## src/rtl/exe_stage_controller.sv

```systemverilog
// +--------------------------------------------------------------------------+
// | exe_stage_controller: EXE-stage NZCV owner, memory-stall freeze, flush    |
// | Revision: 1.0                                                             |
// +--------------------------------------------------------------------------+
`default_nettype none

module exe_stage_controller #(
  parameter int FLUSH_CYCLES = 1,
  parameter int MEM_TIMEOUT  = 15
) (
  input  logic       clk,
  input  logic       rst,
  input  logic       exe_valid,
  input  logic       exe_s,
  input  logic       exe_b,
  input  logic       exe_mem_r_en,
  input  logic       exe_mem_w_en,
  input  logic [3:0] alu_status,
  input  logic       mem_ready,
  output logic [3:0] sr,
  output logic       freeze,
  output logic       flush,
  output logic       br_taken,
  output logic       mem_err
);

  typedef enum logic [1:0] {
    RUN      = 2'd0,
    MEM_WAIT = 2'd1,
    FLUSH    = 2'd2
  } state_t;

  localparam logic [2:0] c_flush_init = 3'(FLUSH_CYCLES - 1);
  localparam logic [7:0] c_timeout    = 8'(MEM_TIMEOUT);

  state_t     r_state;
  state_t     w_state_next;
  logic [7:0] r_wait_cnt;
  logic [7:0] w_wait_next;
  logic [2:0] r_flush_cnt;
  logic [2:0] w_flush_next;
  logic [3:0] r_sr;
  logic       r_mem_err;
  logic       w_err_next;
  logic       w_mem_op;
  logic       w_branch;
  logic       w_sr_we;

  assign w_mem_op = exe_valid & (exe_mem_r_en | exe_mem_w_en);

  always_ff @(posedge clk) begin
    if (rst) begin
      r_state     <= RUN;
      r_wait_cnt  <= 8'd0;
      r_flush_cnt <= 3'd0;
      r_sr        <= 4'b0000;
      r_mem_err   <= 1'b0;
    end else begin
      r_state     <= w_state_next;
      r_wait_cnt  <= w_wait_next;
      r_flush_cnt <= w_flush_next;
      r_mem_err   <= w_err_next;
      if (w_sr_we)
        r_sr <= alu_status;
    end
  end

  always_comb begin
    w_state_next = r_state;
    w_wait_next  = r_wait_cnt;
    w_flush_next = r_flush_cnt;
    w_err_next   = r_mem_err;
    w_branch     = 1'b0;
    freeze       = 1'b0;
    flush        = 1'b0;
    br_taken     = 1'b0;

    case (r_state)
      RUN: begin
        if (w_mem_op && !mem_ready) begin
          freeze       = 1'b1;
          w_state_next = MEM_WAIT;
          w_wait_next  = 8'd1;
        end else if (exe_valid && exe_b && !w_mem_op) begin
          w_branch = 1'b1;
        end
      end
      MEM_WAIT: begin
        if (mem_ready) begin
          w_state_next = RUN;
          w_wait_next  = 8'd0;
          w_branch     = exe_valid & exe_b;
        end else if (r_wait_cnt == c_timeout) begin
          // Abandon the access; the pipeline resumes and the error stays sticky.
          w_state_next = RUN;
          w_wait_next  = 8'd0;
          w_err_next   = 1'b1;
        end else begin
          freeze      = 1'b1;
          w_wait_next = r_wait_cnt + 8'd1;
        end
      end
      FLUSH: begin
        flush        = 1'b1;
        w_flush_next = r_flush_cnt - 3'd1;
        if (r_flush_cnt == 3'd1)
          w_state_next = RUN;
      end
      default: w_state_next = RUN;
    endcase

    if (w_branch) begin
      br_taken = 1'b1;
      flush    = 1'b1;
      if (FLUSH_CYCLES > 1) begin
        w_state_next = FLUSH;
        w_flush_next = c_flush_init;
      end
    end
  end

  // Slots inside a flush window are squashed, so they never touch the flags.
  assign w_sr_we = exe_valid & exe_s & ~freeze & (r_state != FLUSH);

  assign sr      = r_sr;
  assign mem_err = r_mem_err;

endmodule

`default_nettype wire

```

## config.mk

```make
export PLATFORM = sky130hd
export DESIGN_NAME = exe_stage_controller
export DESIGN_NICKNAME = d
export VERILOG_FILES = /design/src/rtl/exe_stage_controller.sv
export SDC_FILE = /design/constraint.sdc
export NUM_CORES = 1
export LEC_CHECK = 0
export CAP_MARGIN = 15
export CORE_MARGIN = 4
export CORE_UTILIZATION = 46
export DETAILED_ROUTE_END_ITERATION = 7
export PLACE_DENSITY = 0.76
export SLEW_MARGIN = 20
export SYNTH_ARGS = -nofsm -noshare
export SYNTH_HDL_FRONTEND = slang
export SYNTH_SLANG_ARGS = --single-unit
```

## constraint.sdc

```tcl
create_clock -name clk -period 1.73 [get_ports clk]
set_input_delay 0.346 -clock clk [delete_from_list [all_inputs] [get_ports clk]]
set_output_delay 0.346 -clock clk [all_outputs]
set_load 0.05 [all_outputs]
```

* Word-level counts from Yosys, hierarchy flattened
Cells that the tools add are included.
** Operators by class
- Add/subtract/negate cells :: 2
- Eq/ne operators :: 8
- Muxes and demuxes :: 20
- Bitwise gates (word level) :: 8
- Reduce and logical (&&, ||, !) cells :: 10
** Operators by type and width (number)
- $mux 8 :: 3
- $pmux 8 s2 :: 1
- $mux 1 :: 9
- $add 8x1->8 const B :: 1
- $eq 8x4->1 const B :: 1
- $mux 2 :: 4
- $ne 2x2->1 const B :: 3
- $pmux 2 s3 :: 1
- $reduce_and 3->1 :: 2
- $and 1x1->1 :: 5
- $pmux 1 s2 :: 2
- $eq 3x1->1 const B :: 1
- $logic_and 1x1->1 :: 3
- $ne 3x3->1 const B :: 1
- $sub 3x1->3 const B :: 1
- $eq 2x1->1 const B :: 1
- $eq 2x2->1 const B :: 1
- $logic_not 1->1 :: 2
- $logic_not 2->1 :: 1
- $not 1->1 :: 2
- $reduce_and 2->1 :: 1
- $reduce_bool 2->1 :: 1
- $or 1x1->1 :: 1
** Word-level totals
- Register bits :: 18
- Input port bits :: 12
- Output and inout port bits :: 8
- Logic and storage cells :: 53

* Depth between registers and ports, before layout
Gate-level depths: netlist of the first run.
- Depth in word-level cells :: 8
- Mapped depth :: 5
- Depth with buffers taken out :: 5

* Worst setup path before layout of the first run
OpenSTA, ideal clock, no wires.
- Path kind :: input to output
- Start point :: in exe_mem_w_en
- End point :: out flush
- Arrival time :: 1814 ps
- Data required time :: 1384 ps
- Setup slack :: -430 ps
- Stages :: 5
- Buffers on the path :: 1
- Cell sequence :: or2_2 > nor2_1 > a21oi_1 > nor2_1 > buf_4
** On the way
- Cells in the longest elaborated chain, start to end :: 8
- Elaborated cells on any way between the ends :: 9
- Those cells by class :: mux (4); bitwise (2); reduce/logical (3)
** Ends and longest elaborated chain
- start, declared :: RTL line 17 : input logic exe_mem_w_en,
- $or 1x1->1 * :: RTL line 49 : assign w_mem_op = exe_valid & (exe_mem_r_en | exe_mem_w_en);
- $and 1x1->1 * :: RTL line 49
- $logic_not 1->1 :: RTL line 84 : end else if (exe_valid && exe_b && !w_mem_op) begin
- $logic_and 1x1->1 :: RTL line 84
- $mux 1 :: RTL line 84
- $mux 1 * :: RTL line 80 : if (w_mem_op && !mem_ready) begin
- $pmux 1 s2 * :: RTL line 78 : case (r_state)
- $mux 1 * :: RTL line 112 : if (w_branch) begin
- end, declared :: RTL line 22 : output logic flush,
Every way passes the cells marked *; elsewhere a longest branch is shown, timed or not.

* Final worst setup path of the first run
- Start point :: reg r_wait_cnt[4]
- End point :: out freeze
** On the way
- Cells in the longest elaborated chain, start to end :: 4
** Ends and longest elaborated chain
- start, declared :: RTL line 38 : logic [7:0] r_wait_cnt;
- start signal, assigned :: RTL line 60 : r_wait_cnt <= w_wait_next;
- $eq 8x4->1 :: RTL line 93 : end else if (r_wait_cnt == c_timeout) begin
- $mux 1 :: RTL line 93
- $mux 1 :: RTL line 89 : if (mem_ready) begin
- $pmux 1 s2 :: RTL line 78
- end, declared :: RTL line 21 : output logic freeze,
Every way passes these cells.

==> flow_summary.json, run 1 <==
{
  "tightest_slew_ns": 0.312,
  "initial_core_util": 0.498,
  "clockRootBuffer": "clkbuf_4",
  "yosysWarnings": 0,
  "final_cells": 144,
  "clock_latency_ns": 0.28,
  "cts_buffer_depth": 2,
  "die-area_um2": 2380,
  "reg2reg_slack_ns": 0.10,
  "drv_cap": 0,
  "grt_pass1_vias": 787,
  "endpoint_kind": "output port",
  "gp_congestion": 0.809,
  "seq_area_um2": 290,
  "drive_gt1_frac": 0.398,
  "ys_top_cells_by_area": "dfxtp_1 (37%), nand2b_1 (11%), o21ai_0 (5.9%), mux2i_1 (5.2%), nor2_1 (4.4%)",
  "cellLeakagePower_nw": 0.506,
  "crit_family": "flip-flops",
  "setup_viol": 1,
  "clock_skew_ns": 0.00208,
  "cts_made_buffers": 3,
  "via_count": 850,
  "grtUsageTotal": 0.178,
  "multi_input_area_um2": 534,
  "period_share": 1.01,
  "core_um2": 1540,
  "fin_ws_ns": -0.0136,
  "cpPeakStageDelay_ns": 0.38,
  "status": "finished with violations",
  "drv_slew": 0,
  "pre_cts_ws_ns": -0.172,
  "wl_um": 2090,
  "violations": "negative setup slack",
  "grt_max_degree": 12,
  "critPathLaunchType": "flip-flop",
  "n_antenna_cell": 0,
  "area_growth_syn_to_layout_pct": 59.4,
  "top_usage_layer": "met2",
  "wl_per_cell_um": 14.5,
  "final_cell_mix": "buf_4 (23), nand2b_1 (12), o21ai_0 (8), dfxtp_1 (8)",
  "max_freq_ghz": 0.574,
  "finalHoldViolCount": 0,
  "fillers": 95,
  "place.port_buffers": 19,
  "viasPerCell": 5.90,
  "ir_drop_mv": 0.434,
  "grtUsageMet1": 0.218,
  "synth_top_area_share": 0.365,
  "ys_types": 28,
  "critical_path_class": "flip-flop to output port",
  "antenna_found_initial": 0,
  "drc": 0,
  "ant_nets": 0,
  "grt_pass1_wl_um": 3480,
  "syn_inst": 91,
  "dieWidth_um": 48.8,
  "crit_slowest_cell": "dfxtp_4",
  "use_met2": 0.298,
  "num_rows": 14,
  "dp_cells": 134,
  "hp-class": "flip-flop to flip-flop",
  "first_pass_iters": 4,
  "cts_sinks": 14,
  "power_density_nw_per_um2": 607,
  "grt_setup_unrepaired": "yes",
  "utilization": 0.793,
  "avgSynthCellArea_um2": 8.43,
  "cts_tree": "built",
  "synthesis.nets": 104,
  "drtIter0Drc": 20,
  "ys_ff_latch": 14,
  "grt.overflow.total": 0,
  "path_cells": "nor4_4, a21o_4, o21ai_4, buf_12",
  "critPathBufInv": 1,
  "synth_area_um2": 767,
  "worstPathMaxFanout": 6,
  "io_pins": 20,
  "synth_top_area_cell": "dfxtp_1",
  "required_ns": 1.38,
  "final_nets": 142,
  "gr-usage-met3": 0.0489,
  "cts.clk_slew.worst_paths_ns": 0.09,
  "ys_seq_area_frac": 0.365,
  "layout_commonest_cell": "buf_4",
  "min_period_ns": 1.74,
  "place.detailed.hpwl_um": 1400,
  "relSlewSlack": 0.792,
  "die_h_um": 48.8,
  "arrival_ns": 1.40,
  "h-tree-depth": 1
}
==> sequential cells by signal, summed over array words and instances (netlist names) <==
name,count
mem_err,1
r_state,1
r_wait_cnt,8
sr,4
==> cell usage after synthesis, drive strengths merged <==
cell    count
dfxtp      14
nand2b     13
nor2        9
o21ai       9
a21oi       6
nand2       5
mux2i       4
a31oi       3
nor2b       3
nor4        3
a21o        2
and3        2
buf         2
clkbuf      2
nand3       2
nor3        2
or2         2
a22oi       1
ha          1
nand3b      1
nand4       1
o2111a      1
o221ai      1
o22a        1
or3         1
==> final timing paths <==
check        depth (start not counted)                  startpoint            endpoint
min reg2reg                          2          sr[1]$_SDFFE_PP0P_  sr[1]$_SDFFE_PP0P_
max                                  4  r_wait_cnt[4]$_SDFFE_PP0P_              freeze
max reg2reg                          6  r_wait_cnt[4]$_SDFFE_PP0P_  sr[3]$_SDFFE_PP0P_
min                                  2          sr[1]$_SDFFE_PP0P_  sr[1]$_SDFFE_PP0P_
==> per-stage QoR <==
stage	area, um^2	setup TNS (ns)	total power [mW]	hold WS (ns)
finish	1220	-0.0136	0.742	0.474
global route	1220	-0.0580	0.769	0.499
CTS	1190	-0.0299	0.743	0.479
detailed placement	1080	-0.548	0.498	0.466
global placement	1080	-0.365	0.495	0.456
floorplan	778	0	0.423	0.487
==> report_power, final <==
group          leakage, nW  internal [mW]  switching, mW
clock network       0.0210          0.128          0.110
registers            0.117          0.329        0.00960
logic                0.369         0.0848         0.0808
==> per-layer routing <==
layer | wire length, um | vias up
met4 | 24 | 0
met5 | 0 | -
met1 | 885 | 395
met3 | 187 | 8
met2 | 993 | 43
li1 | - | 404
==> worst min-delay path, delay by kind of cell (launching register included) <==
family,cells,cell delay (ns)
flip-flops,1,0.32
AND/OR/NAND/NOR,1,0.06
multiplexers,1,0.05
==> layout make-up <==
type | instances | share of cell area
multi-input combinational | 73 | 0.437
clock buffer | 4 | 0.0297
tap | 16 | 0.0164
sequential | 14 | 0.237
timing repair buffer | 37 | 0.279
==> cells by family (layout without fill, tap and decap cells) <==
kind of cell,Yosys count,in the layout,synth area share
AND/OR/NAND/NOR,44,44,0.328
AO/OA/AOI/OAI,24,24,0.212
flip-flops,14,14,0.365
multiplexers,4,4,0.0522
buffers and inverters,4,41,0.0261
adder cells (fa/ha/maj),1,1,0.0163
==> timing repair <==
action                     CTS  global route
hold buffers                 0             0
setup buffers                4             2
pin swaps                    6             4
resized for setup           17             6
setup endpoints to repair    3             3
Power figures use the tool's default switching activity.
==> inputs of run 2 (changes only) <==
--- a/config.mk
+++ b/config.mk
@@ -7,9 +7,9 @@
 export LEC_CHECK = 0
 export CAP_MARGIN = 15
 export CORE_MARGIN = 4
-export CORE_UTILIZATION = 46
+export CORE_UTILIZATION = 42
 export DETAILED_ROUTE_END_ITERATION = 7
-export PLACE_DENSITY = 0.76
+export PLACE_DENSITY = 0.73
 export SLEW_MARGIN = 20
 export SYNTH_ARGS = -nofsm -noshare
 export SYNTH_HDL_FRONTEND = slang
==> constraint.sdc (replaced) <==
create_clock -name clk -period 1.5 [get_ports clk]
set_input_delay 0.3 -clock clk [delete_from_list [all_inputs] [get_ports clk]]
set_output_delay 0.3 -clock clk [all_outputs]
set_load 0.05 [all_outputs]
==> run 2 against run 1 <==
The flow still finishes with violations (negative setup slack). Clock-buffer cell count is 1 lower. Core utilization fell by 1.0 points. Design area grew 11%. First-iteration DRC count shrank 20%. Critical path depth grew 1. Global-route usage increased by 2.3 points. Sequential share of layout area down 2.3 points. Register-to-register slack lost 0.18 ns. Via count fell by 0.35%. Power rose by 12%. Highest routed layer unchanged. Sequential power up 16%. Non-clock buffer count increased by 7.
==> flow_summary.json, run 2 (synthesis results as in run 1) <==
{
  "cts_tree": "built",
  "hold_slack_ns": 0.513,
  "cts.clk_slew.worst_paths_ns": 0.08,
  "place.port_buffers": 19,
  "ir_drop_mv": 0.389,
  "critPathLaunchType": "flip-flop",
  "layout_commonest_cell": "buf_4",
  "combPwrFrac": 0.268,
  "setup_viol": 3,
  "grtUsageTotal": 0.200,
  "io_pins": 20,
  "status": "finished with violations",
  "relSlewSlack": 0.786,
  "grt_max_degree": 9,
  "cellLeakagePower_nw": 0.536,
  "period_share": 1.14,
  "cpPeakStageDelay_ns": 0.34,
  "path_cells": "ha_4, and3_4, a21o_4, o21ai_4, buf_12",
  "cts_sinks": 14,
  "n_antenna_cell": 0,
  "wl_um": 2370,
  "critPathLaunch": "r_wait_cnt[1]$_SDFFE_PP0P_",
  "fin_ws_ns": -0.213,
  "viasPerCell": 5.33,
  "area_growth_syn_to_layout_pct": 76.2,
  "drv_slew": 0,
  "num_rows": 15,
  "dp_cells": 149,
  "drtIter0Drc": 16,
  "clock_latency_ns": 0.29,
  "utilization": 0.783,
  "max_freq_ghz": 0.584,
  "final_cells": 159,
  "grt_pass1_vias": 891,
  "grt.overflow.total": 0,
  "worstHoldStart": "sr[0]$_SDFFE_PP0P_",
  "gp_congestion": 0.865,
  "power.total_uw": 827,
  "violations": "negative setup slack",
  "final_nets": 149,
  "initial_core_util": 0.444,
  "dieWidth_um": 50.7,
  "ant_nets": 0,
  "worstPathMaxFanout": 2,
  "via_count": 847,
  "pre_cts_ws_ns": -0.283,
  "grt_setup_unrepaired": "yes",
  "holdBufCountCts": 0,
  "drv_cap": 0,
  "drc": 0,
  "cts_made_buffers": 3,
  "die-area_um2": 2570,
  "crit_slowest_cell": "dfxtp_2",
  "core_um2": 1730,
  "endpoint_kind": "output port",
  "drive_gt1_frac": 0.463,
  "wl_per_cell_um": 14.9,
  "tightest_slew_ns": 0.321,
  "antenna_found_initial": 0,
  "arrival_ns": 1.41,
  "sw_frac_of_total": 0.281,
  "rr_startpoint": "r_wait_cnt[1]$_SDFFE_PP0P_",
  "p_int_uw": 595,
  "r2r_cells": 6,
  "required_ns": 1.20,
  "final_cell_mix": "buf_4 (23), nand2b_1 (13), o21ai_0 (8), dfxtp_1 (8), buf_12 (8)",
  "power_switching_uw": 232,
  "grt_pass1_wl_um": 3840,
  "critical_path_class": "flip-flop to output port",
  "finalHoldViolCount": 0,
  "place.detailed.hpwl_um": 1640,
  "clock_skew_ns": 0.00734,
  "first_pass_iters": 4,
  "reg2reg_slack_ns": -0.08,
  "die_h_um": 50.7,
  "min_period_ns": 1.71,
  "top_register": "r_wait_cnt",
  "clkPwrFrac": 0.259,
  "hp-class": "flip-flop to flip-flop",
  "seqPwrFrac": 0.474,
  "h-tree-depth": 1,
  "clockRootBuffer": "clkbuf_4",
  "largest_register_ffs": 8,
  "power_density_nw_per_um2": 612,
  "whs_path_depth": 2,
  "cts_buffer_depth": 2
}
run 2: power groups by stage:
stage | Sequential, mW | Clock (mW) | Combinational [mW]
floorplan | 0.414 | 0 | 0.0805
global placement | 0.400 | 0 | 0.198
detailed placement | 0.400 | 0 | 0.204
CTS | 0.393 | 0.219 | 0.214
global route | 0.393 | 0.236 | 0.235
finish | 0.392 | 0.214 | 0.222
run 2: layout make-up:
| cell class | instances | area, um^2 |
|---|---|---|
| tap | 25 | 31.3 |
| sequential | 14 | 290 |
| fill | 133 | 375 |
| multi-input combinational | 73 | 549 |
| timing repair buffer | 44 | 458 |
| clock buffer | 3 | 22.5 |
run 2: worst paths after layout:
| check | endpoint |
|---|---|
| hold reg to reg | sr[0]$_SDFFE_PP0P_ |
| setup reg to reg | r_wait_cnt[4]$_SDFFE_PP0P_ |
| setup / recovery | freeze |
| hold / removal | sr[0]$_SDFFE_PP0P_ |
run 2: critical path, delay by kind of cell (launching register included):
| family | cells | cell delay [ns] |
|---|---|---|
| simple gates | 1 | 0.18 |
| compound gates | 2 | 0.29 |
| buf+inv | 1 | 0.16 |
| flops | 1 | 0.34 |
| fa+ha+maj | 1 | 0.16 |
run 2: per-layer routing:
| layer | global-route usage | part of all wire |
|---|---|---|
| met1 | 0.205 | 0.40 |
| met2 | 0.372 | 0.53 |
| met3 | 0.0504 | 0.047 |
| met4 | 0.0987 | 0.023 |
| met5 | 0 | 0 |
run 2: per-stage QoR:
step                      setup TNS [ns]  instance area, um^2
final                             -0.326                 1350
after global routing              -0.616                 1350
after global placement             -2.45                 1210
after detailed placement           -3.07                 1210
after floorplan                  -0.0162                  798
after CTS                         -0.396                 1320
run 2: repair_timing:
item                                    CTS  global route
buffers inserted                          6             3
endpoints found under the setup margin    5            13
pin swaps                                 7             7
cloned                                    0             0
resized for setup                        18            10
